==> src/rtl/ex_flag_stack_if.sv <==
// Pipeline-control / flag bus between the Execute stage and ex_flag_stack.
// The master drives compare/push/pop/branch controls; the slave returns flags, taken and stack status.
interface ex_flag_stack_if #(
    parameter int unsigned FLAG_W = 2,
    parameter int unsigned DEPTH  = 4
);
    localparam int unsigned DW = $clog2(DEPTH + 1);

    logic              cmp;
    logic [FLAG_W-1:0] alu_flags;
    logic              push;
    logic              pop;
    logic              br_valid;
    logic [2:0]        cond;
    logic              err_clr;
    logic [FLAG_W-1:0] flags_out;
    logic              taken;
    logic [DW-1:0]     depth;
    logic              full;
    logic              empty;
    logic              err;

    modport master (
        output cmp, alu_flags, push, pop, br_valid, cond, err_clr,
        input  flags_out, taken, depth, full, empty, err
    );

    modport slave (
        input  cmp, alu_flags, push, pop, br_valid, cond, err_clr,
        output flags_out, taken, depth, full, empty, err
    );
endinterface

==> src/rtl/ex_flag_stack.sv <==
// Execute-stage condition flags with a DEPTH-deep save LIFO and a registered branch resolver.
// Optional macro FLAG_BYPASS_EN: same-cycle compare flags feed branch evaluation.
module ex_flag_stack #(
    parameter int unsigned FLAG_W = 2,
    parameter int unsigned DEPTH  = 4
) (
    input logic          clk,
    input logic          rst,
    ex_flag_stack_if.slave bus
);
    localparam int unsigned DW = $clog2(DEPTH + 1);
    localparam int unsigned AW = (DEPTH > 1) ? $clog2(DEPTH) : 1;

    logic [FLAG_W-1:0] r_cur;
    logic [FLAG_W-1:0] r_stack [DEPTH];
    logic [DW-1:0]     r_sp;
    logic              r_taken;
    logic              r_err;

    logic              w_empty;
    logic              w_full;
    logic [AW-1:0]     w_top_idx;
    logic [FLAG_W-1:0] w_top;
    logic [FLAG_W-1:0] w_cur_nxt;
    logic [DW-1:0]     w_sp_nxt;
    logic              w_wr_en;
    logic [AW-1:0]     w_wr_idx;
    logic              w_err_set;
    logic              w_z;
    logic              w_n;
    logic              w_cond_hit;

    assign w_empty   = (r_sp == '0);
    assign w_full    = (r_sp == DW'(DEPTH));
    assign w_top_idx = AW'(r_sp - 1'b1);
    assign w_top     = r_stack[w_top_idx];

    // Stack/flag next-state: first matching rule of pop/push priority.
    always_comb begin
        w_cur_nxt = bus.cmp ? bus.alu_flags : r_cur;
        w_sp_nxt  = r_sp;
        w_wr_en   = 1'b0;
        w_wr_idx  = AW'(r_sp);
        w_err_set = 1'b0;
        if (bus.pop && bus.push) begin
            if (!w_empty) begin
                w_cur_nxt = w_top;
                w_wr_en   = 1'b1;
                w_wr_idx  = w_top_idx;
            end else begin
                w_wr_en   = 1'b1;
                w_sp_nxt  = r_sp + 1'b1;
                w_err_set = 1'b1;
            end
        end else if (bus.pop) begin
            if (!w_empty) begin
                w_cur_nxt = w_top;
                w_sp_nxt  = r_sp - 1'b1;
            end else begin
                w_err_set = 1'b1;
            end
        end else if (bus.push) begin
            if (!w_full) begin
                w_wr_en  = 1'b1;
                w_sp_nxt = r_sp + 1'b1;
            end else begin
                w_err_set = 1'b1;
            end
        end
    end

    // Flags seen by the branch resolver; only Z and N matter.
    always_comb begin
        w_z = r_cur[0];
        w_n = r_cur[1];
`ifdef FLAG_BYPASS_EN
        if (bus.cmp && !bus.pop) begin
            w_z = bus.alu_flags[0];
            w_n = bus.alu_flags[1];
        end
`endif
        case (bus.cond)
            3'b000:  w_cond_hit = 1'b0;
            3'b001:  w_cond_hit = 1'b1;
            3'b010:  w_cond_hit = w_z;
            3'b011:  w_cond_hit = !w_z;
            3'b100:  w_cond_hit = w_n;
            3'b101:  w_cond_hit = !w_n;
            3'b110:  w_cond_hit = w_z | w_n;
            default: w_cond_hit = !w_z & !w_n;
        endcase
    end

    always_ff @(posedge clk) begin
        if (rst) begin
            r_cur   <= '0;
            r_sp    <= '0;
            r_taken <= 1'b0;
            r_err   <= 1'b0;
            for (int i = 0; i < int'(DEPTH); i++) begin
                r_stack[i] <= '0;
            end
        end else begin
            r_cur   <= w_cur_nxt;
            r_sp    <= w_sp_nxt;
            r_taken <= bus.br_valid & w_cond_hit;
            r_err   <= w_err_set | (r_err & !bus.err_clr);
            if (w_wr_en) begin
                r_stack[w_wr_idx] <= r_cur;
            end
        end
    end

    assign bus.flags_out = r_cur;
    assign bus.taken     = r_taken;
    assign bus.depth     = r_sp;
    assign bus.full      = w_full;
    assign bus.empty     = w_empty;
    assign bus.err       = r_err;
endmodule

==> src/flat_wrapper.sv <==
// flat-port wrapper written by rule: the top's interface ports become plain ports
module ex_flag_stack_flat 
#(
    parameter int unsigned FLAG_W = 2,
    parameter int unsigned DEPTH  = 4
)
  (clk, rst, bus_cmp, bus_alu_flags, bus_push, bus_pop, bus_br_valid, bus_cond, bus_err_clr, bus_flags_out, bus_taken, bus_depth, bus_full, bus_empty, bus_err);
  ex_flag_stack_if #(.FLAG_W(FLAG_W), .DEPTH(DEPTH)) bus_i ();
  input logic clk;
  input logic rst;
  input wire logic [$bits(bus_i.cmp)-1:0] bus_cmp;
  input wire logic [$bits(bus_i.alu_flags)-1:0] bus_alu_flags;
  input wire logic [$bits(bus_i.push)-1:0] bus_push;
  input wire logic [$bits(bus_i.pop)-1:0] bus_pop;
  input wire logic [$bits(bus_i.br_valid)-1:0] bus_br_valid;
  input wire logic [$bits(bus_i.cond)-1:0] bus_cond;
  input wire logic [$bits(bus_i.err_clr)-1:0] bus_err_clr;
  output wire logic [$bits(bus_i.flags_out)-1:0] bus_flags_out;
  output wire logic [$bits(bus_i.taken)-1:0] bus_taken;
  output wire logic [$bits(bus_i.depth)-1:0] bus_depth;
  output wire logic [$bits(bus_i.full)-1:0] bus_full;
  output wire logic [$bits(bus_i.empty)-1:0] bus_empty;
  output wire logic [$bits(bus_i.err)-1:0] bus_err;
  assign bus_i.cmp = bus_cmp;
  assign bus_i.alu_flags = bus_alu_flags;
  assign bus_i.push = bus_push;
  assign bus_i.pop = bus_pop;
  assign bus_i.br_valid = bus_br_valid;
  assign bus_i.cond = bus_cond;
  assign bus_i.err_clr = bus_err_clr;
  assign bus_flags_out = bus_i.flags_out;
  assign bus_taken = bus_i.taken;
  assign bus_depth = bus_i.depth;
  assign bus_full = bus_i.full;
  assign bus_empty = bus_i.empty;
  assign bus_err = bus_i.err;
  ex_flag_stack #(.FLAG_W(FLAG_W), .DEPTH(DEPTH)) u_core (.clk(clk), .rst(rst), .bus(bus_i));
endmodule
==> config.mk <==
export PLATFORM = sky130hd
export DESIGN_NAME = ex_flag_stack_flat
export DESIGN_NICKNAME = d
export VERILOG_FILES = /design/src/rtl/ex_flag_stack_if.sv /design/src/rtl/ex_flag_stack.sv /design/src/flat_wrapper.sv
export SDC_FILE = /design/constraint.sdc
export NUM_CORES = 1
export LEC_CHECK = 0
export CORE_ASPECT_RATIO = 1.25
export CORE_MARGIN = 2
export CORE_UTILIZATION = 52
export CTS_CLUSTER_SIZE = 20
export DETAILED_ROUTE_END_ITERATION = 16
export GPL_TIMING_DRIVEN = 0
export PLACE_DENSITY = 0.82
export SLEW_MARGIN = 5
export SYNTH_ARGS = -nofsm -noshare
export SYNTH_HDL_FRONTEND = slang
export SYNTH_SLANG_ARGS = --single-unit
==> constraint.sdc <==
create_clock -name clk -period 3.8 [get_ports clk]
set_clock_uncertainty 0.1 [all_clocks]
set_input_delay 0.95 -clock clk [delete_from_list [all_inputs] [get_ports clk]]
set_output_delay 0.95 -clock clk [all_outputs]
set_load 0.005 [all_outputs]
# Yosys cells after proc, flatten, opt, wreduce, memory -nomap -nowiden
# Memory sizes are Yosys's and may differ from the RTL's.
# Index checks and enable logic that the tools add are counted.
# totals
reg_bits,7
latch_bits,0
mem_bits_rw,8
rom_bits,0
input_bits,12
out_inout_bits,9
word_cells,61
memories,1
# op_classes
addsub,2
n_mul,0
div,0
magnitude_cmp,0
n_eq_ne,10
n_shift,0
n_mux,30
bitwise_logic,5
reduce_logical,9
# memory_table
name,depth,width,read_ports,rd_clocked_by_memory_dff,wr,line_no,text
u_core.r_stack,4,2,1,0,4,ex_flag_stack.sv:15,logic [FLAG_W-1:0] r_stack [DEPTH];
# op_table
operator,n
2-to-1 mux 3 bit,6
2-to-1 mux 2 bit,8
2-to-1 mux 1 bit,15
"== test 3 bit, second input constant",4
case mux 1 bit (7 select lines),1
"== test 3 x 2 -> 1 bit, second input constant",2
zero test 3 bit,2
"!= test 3 x 2 -> 1 bit, second input constant",2
AND reduction 4 bit,1
"adder 3 x 1 -> 3 bit, second input constant",1
AND 1 bit,3
"== test 3 x 1 -> 1 bit, second input constant",1
zero test 1 bit,3
nonzero test 3 bit,1
"subtractor 3 x 1 -> 3 bit, second input constant",1
"!= test 2 bit, second input constant",1
bitwise OR 1 bit,2
OR reduction 2 bit,1
logical AND 1 bit,1

# Depth between registers and ports, before layout
# logic_depth
word_depth,10
depth_mapped,7

# Worst setup path before layout
# OpenSTA, ideal clock, no wires.
# synth_path
path_type,reg-to-output
startpoint,register u_core.r_sp[0] (netlist: u_core.bus.depth[0])
endpoint,output port bus_empty
arrival_time_ps,1123
setup_slack_ps,1627
stages_incl_launch_ff,5
n_path_buf,0
path_cell_list,dfxtp_1 > inv_1 > ha_1 > nand2b_4 > inv_1
# synth_between
elab_chain_len,1
# synth_rtl
item,line_no,text
start: declaration,ex_flag_stack.sv:16,logic [DW-1:0] r_sp;
start signal: assignment,ex_flag_stack.sv:105,r_sp <= w_sp_nxt;
zero test 3 bit,ex_flag_stack.sv:33,assign w_empty = (r_sp == '0);
end: declaration,flat_wrapper.sv:22,output wire logic [$bits(bus_i.empty)-1:0] bus_empty;
# Every way passes these cells.

# Final worst setup path
# Ends and elaborated chain as after synthesis.

==> impl_results.rst <==
.. list-table::
   :header-rows: 1

   * - Metric
     - Value
   * - Result of the run
     - complete, no violations
   * - Global routing usage on met2
     - about a third
   * - Net count of the mapped netlist
     - 112
   * - Port Buffer Count
     - 20
   * - Number of gates resized after cts
     - 0
   * - Fraction of layout instances using a drive strength above 1
     - a little under an eighth
   * - Main combinational cell family by area after synthesis
     - simple AND/OR/NAND/NOR gates
   * - Clock slew at the register clock pins of the worst setup and hold paths
     - roughly 0.09 ns
   * - Total of hold buffers inserted after clock tree synthesis
     - 0
   * - Final routed wire length divided by cell count
     - approximately 14 µm
   * - Netlist cell types
     - 39
   * - Maximum capacitance violations
     - 0
   * - Max-slew headroom at the worst pin
     - 72.94%
   * - WP data arrival
     - approximately 2.1 ns
   * - Required time of the critical path
     - between 2 and 3 ns
   * - Clock Latency Late Sink
     - 0.29 ns
   * - Number of cell instances on the worst register-to-register path
     - 6
   * - Overall die area
     - 2157 µm²
   * - Sum of negative setup slack
     - 0 ns
   * - Final RePlAce weighted congestion
     - 0.7995
   * - Antenna diode count
     - 0
   * - Yosys synthesis warning count
     - 0
   * - CP endpoint kind
     - primary output
   * - Half-perimeter wire length of the detailed placement result
     - 1532 µm
   * - Synth top area cells
     - edfxtp_1 26%, dfxtp_1 15%, mux4_2 4.8%
   * - Maximum number of pins on one net before global-route repair
     - 11
   * - Largest delay contributor family on the critical path
     - buffers and inverters
   * - Sink Count
     - 15
   * - Filler Cells Inserted
     - 135
   * - R2r startpoint
     - u_core.bus.depth[0]
   * - Synth async-reset ratio
     - 0%
   * - Final Routed Wirelength
     - about 2000 µm
   * - P&R area growth vs syn
     - 26.87%
   * - Number of top-level design ports
     - 21
   * - Fraction of synthesized area in multiplexers
     - under 10%
   * - Avg Inst Size Synth
     - 9.648 µm²
   * - Design Power
     - between 0.6 and 0.7 mW
   * - Instance count along the most critical hold path
     - 3
   * - Highest clock rate
     - 314.7 MHz
   * - Slowest CP cell
     - clkdlybuf4s50_1
   * - Largest voltage drop on the vdd net
     - around 0.46 mV
   * - Global routing's busiest layer
     - met2
   * - Transition at the pin with the smallest max-transition slack
     - 0.4059 ns
   * - Placement Rows
     - 17
   * - Number of antenna-violating nets in the routed design
     - 0
   * - Post-synthesis compound-gate area fraction
     - about a fifth
   * - Multi-input gate area in the final layout
     - 500.5 µm²
   * - Unrepaired setup endpoints after global routing
     - false
   * - Most numerous cell on the critical path
     - inv_1
   * - First DRT Iteration DRCs
     - 28
   * - Maximum level of the CTS H-tree
     - 1
   * - Top fanout value on the critical path
     - 9
   * - Number of antenna violations at the first check in global routing
     - 0
   * - Overflow left after global routing
     - 0
   * - Shortest period the worst path allows
     - 3.178 ns
   * - Maximum count of clock buffers along a single path
     - 2
   * - Yosys top cell area share
     - 25.67%
   * - Simple-Gate Fraction of Synth Area
     - approximately a fifth
   * - Pwr per Cell Area
     - 581.4 nW/µm²
   * - Synthesized-area fraction occupied by xor and xnor cells
     - 1.872%
   * - Summed instance area of the synthesized netlist
     - 935.9 µm²
   * - Type of origin of the critical path
     - flop
   * - Die X
     - roughly 42 µm
   * - Slack of the worst reg-to-reg path
     - 1.36 ns
   * - Synthesized netlist cell count
     - 97
   * - Post-synth EDFFs
     - 8
   * - Iteration count of the initial detailed-routing pass
     - 4
   * - Synth Area in Adders
     - 4.011%
   * - Longest individual stage delay on the worst path
     - approximately 0.54 ns
   * - Worst reg2reg path endpoint
     - u_core.r_stack[0][1]
   * - Vias/cell
     - between 5 and 6
   * - Total count of hold-check failures in the final report
     - 0
   * - Starting utilization of the core area
     - a little over half
   * - Fraction of met1 tracks used by global routing
     - 23.32%
   * - Vias
     - roughly 820
   * - Share of the clock period used by the worst path
     - 83.63%
   * - Crit path kind
     - flop to primary output
   * - Static leakage power
     - 0.4577 nW
   * - Net count reported at finish
     - 137
   * - GRT Total Usage
     - between 10% and 20%
   * - Postcts setup bufs
     - 0
   * - Register bit total from synthesis
     - 15
   * - Part of the Yosys area used for sequential elements
     - approximately two fifths
   * - Hold path startpoint
     - u_core.bus.err
   * - Die Ht
     - 51.43 µm
   * - FF/Latch Area
     - 380.4 µm²
   * - Clock root buffer
     - clkbuf_4
   * - TritonCTS clock tree
     - yes
   * - Dominant cell type by area after synthesis
     - edfxtp_1
   * - WP buf/inv
     - 3
   * - Setup Viol. Count Final
     - 0
   * - Critical Path, Cell by Cell
     - inv_1 -> ha_1 -> nand2b_4 -> inv_1 -> clkdlybuf4s50_1
   * - DRC violations left
     - 0
   * - Hold worst-path end
     - u_core.bus.err
   * - Worst Hold Class
     - flop to flop
   * - Number of CTS-inserted buffers
     - 3
   * - Prevailing post-synth register cell
     - edfxtp_1
   * - Via count of the first global-routing pass
     - 744
   * - Wire length of the first global-routing pass
     - 3201 µm
   * - Met3 GRT Util
     - 3.887%
   * - Total core area
     - ~1700 µm²
   * - Total count of max-transition violations in the final report
     - 0
==> cells in the mapped netlist, types with 3 or more instances <==
cell type,number
edfxtp_1,8
inv_1,8
o21ai_0,3
nand2_1,4
a31oi_1,3
a21oi_1,4
dfxtp_1,7
nor2_1,11
ha_1,3
o21bai_1,5
==> cells by family (layout without fill, tap and decap cells) <==
| group | after synthesis | in the layout |
|---|---|---|
| and+or+nand+nor | 34 | 34 |
| DFF | 15 | 15 |
| AOI/OAI and AO/OA | 27 | 27 |
| muxes | 4 | 4 |
| buffers and inverters | 12 | 36 |
| adders and majority gates | 3 | 3 |
| xor gates and xnor gates | 2 | 2 |
==> where the power goes <==
part	internal, mW	switching, mW
clock network	0.0391	0.0529
logic	0.177	0.180
registers	0.209	0.0330
==> area by class of cell <==
type	instances	share of cell area [%]
repair buffers	20	16.86
flip-flops and latches	15	32.03
inverters	8	2.529
well taps	19	2.002
clock buffers	3	1.897
plain buffers	4	2.107
multi-input cells	70	42.15
clock inverters	1	0.4215
==> worst max path at each step <==
stage | cells past startpoint | end | slack, ns | start
finish | 5 | bus_empty | 0.62 | u_core.bus.depth[0]
global route | 5 | bus_empty | 0.49 | u_core.bus.depth[0]
CTS | 5 | bus_empty | 0.63 | u_core.bus.depth[0]
detailed placement | 5 | bus_empty | 0.96 | u_core.bus.depth[0]
global placement | 5 | bus_empty | 0.99 | u_core.bus.depth[0]
floorplan | 4 | bus_empty | 1.63 | u_core.bus.depth[0]
==> worst min-delay path: cells and delay by family (launching register included) <==
family | cells | cell delay, ns
flip-flops | 1 | 0.33
AND/OR/NAND/NOR | 2 | 0.21
AO/OA/AOI/OAI | 1 | 0.05
==> flip-flops by register name, summed over array words and instances (netlist names) <==
name / flops
u_core.bus.depth: 3
u_core.bus.err: 1
u_core.bus.flags_out: 2
u_core.bus.taken: 1
u_core.r_stack: 8
==> cells in the final DEF (no fill, tap or decap), types with 2 or more instances in the layout <==
cell type and count:
mux4_2 2, a2bb2oi_1 2, edfxtp_1 8, nor4_1 2, nand2_1 4, ha_1 3
nand3_1 2, a21oi_1 4, nor2_1 11, a31oi_1 3, nor3b_1 2, nor2b_1 2
buf_2 2, o21bai_1 5, clkdlybuf4s50_1 20, dfxtp_1 7, or3b_1 2, mux2i_1 2
o21ai_1 2, inv_1 8, clkbuf_4 3, o21ai_0 3, nand3b_1 2, a211oi_1 2
==> per-stage QoR <==
step	instances	setup slack, ns	util [%]	area (µm²)	hold slack (ns)
floorplan	97	1.627	-	935.9	0.4576
global placement	136	0.9856	67.32	1160	0.4855
detailed placement	136	0.9617	67.32	1160	0.4871
CTS	140	0.6325	68.92	1187	0.5212
global route	140	0.4890	68.92	1187	0.5784
finish	140	0.6220	68.92	1187	0.5171
==> metal layers <==
| metal | routed length [µm] | part of all wire (%) |
|---|---|---|
| met5 | 0 | 0 |
| met4 | 41 | 2.1 |
| met1 | 817 | 42 |
| met2 | 956 | 49 |
| met3 | 138 | 7.1 |
Power figures use the tool's default switching activity.
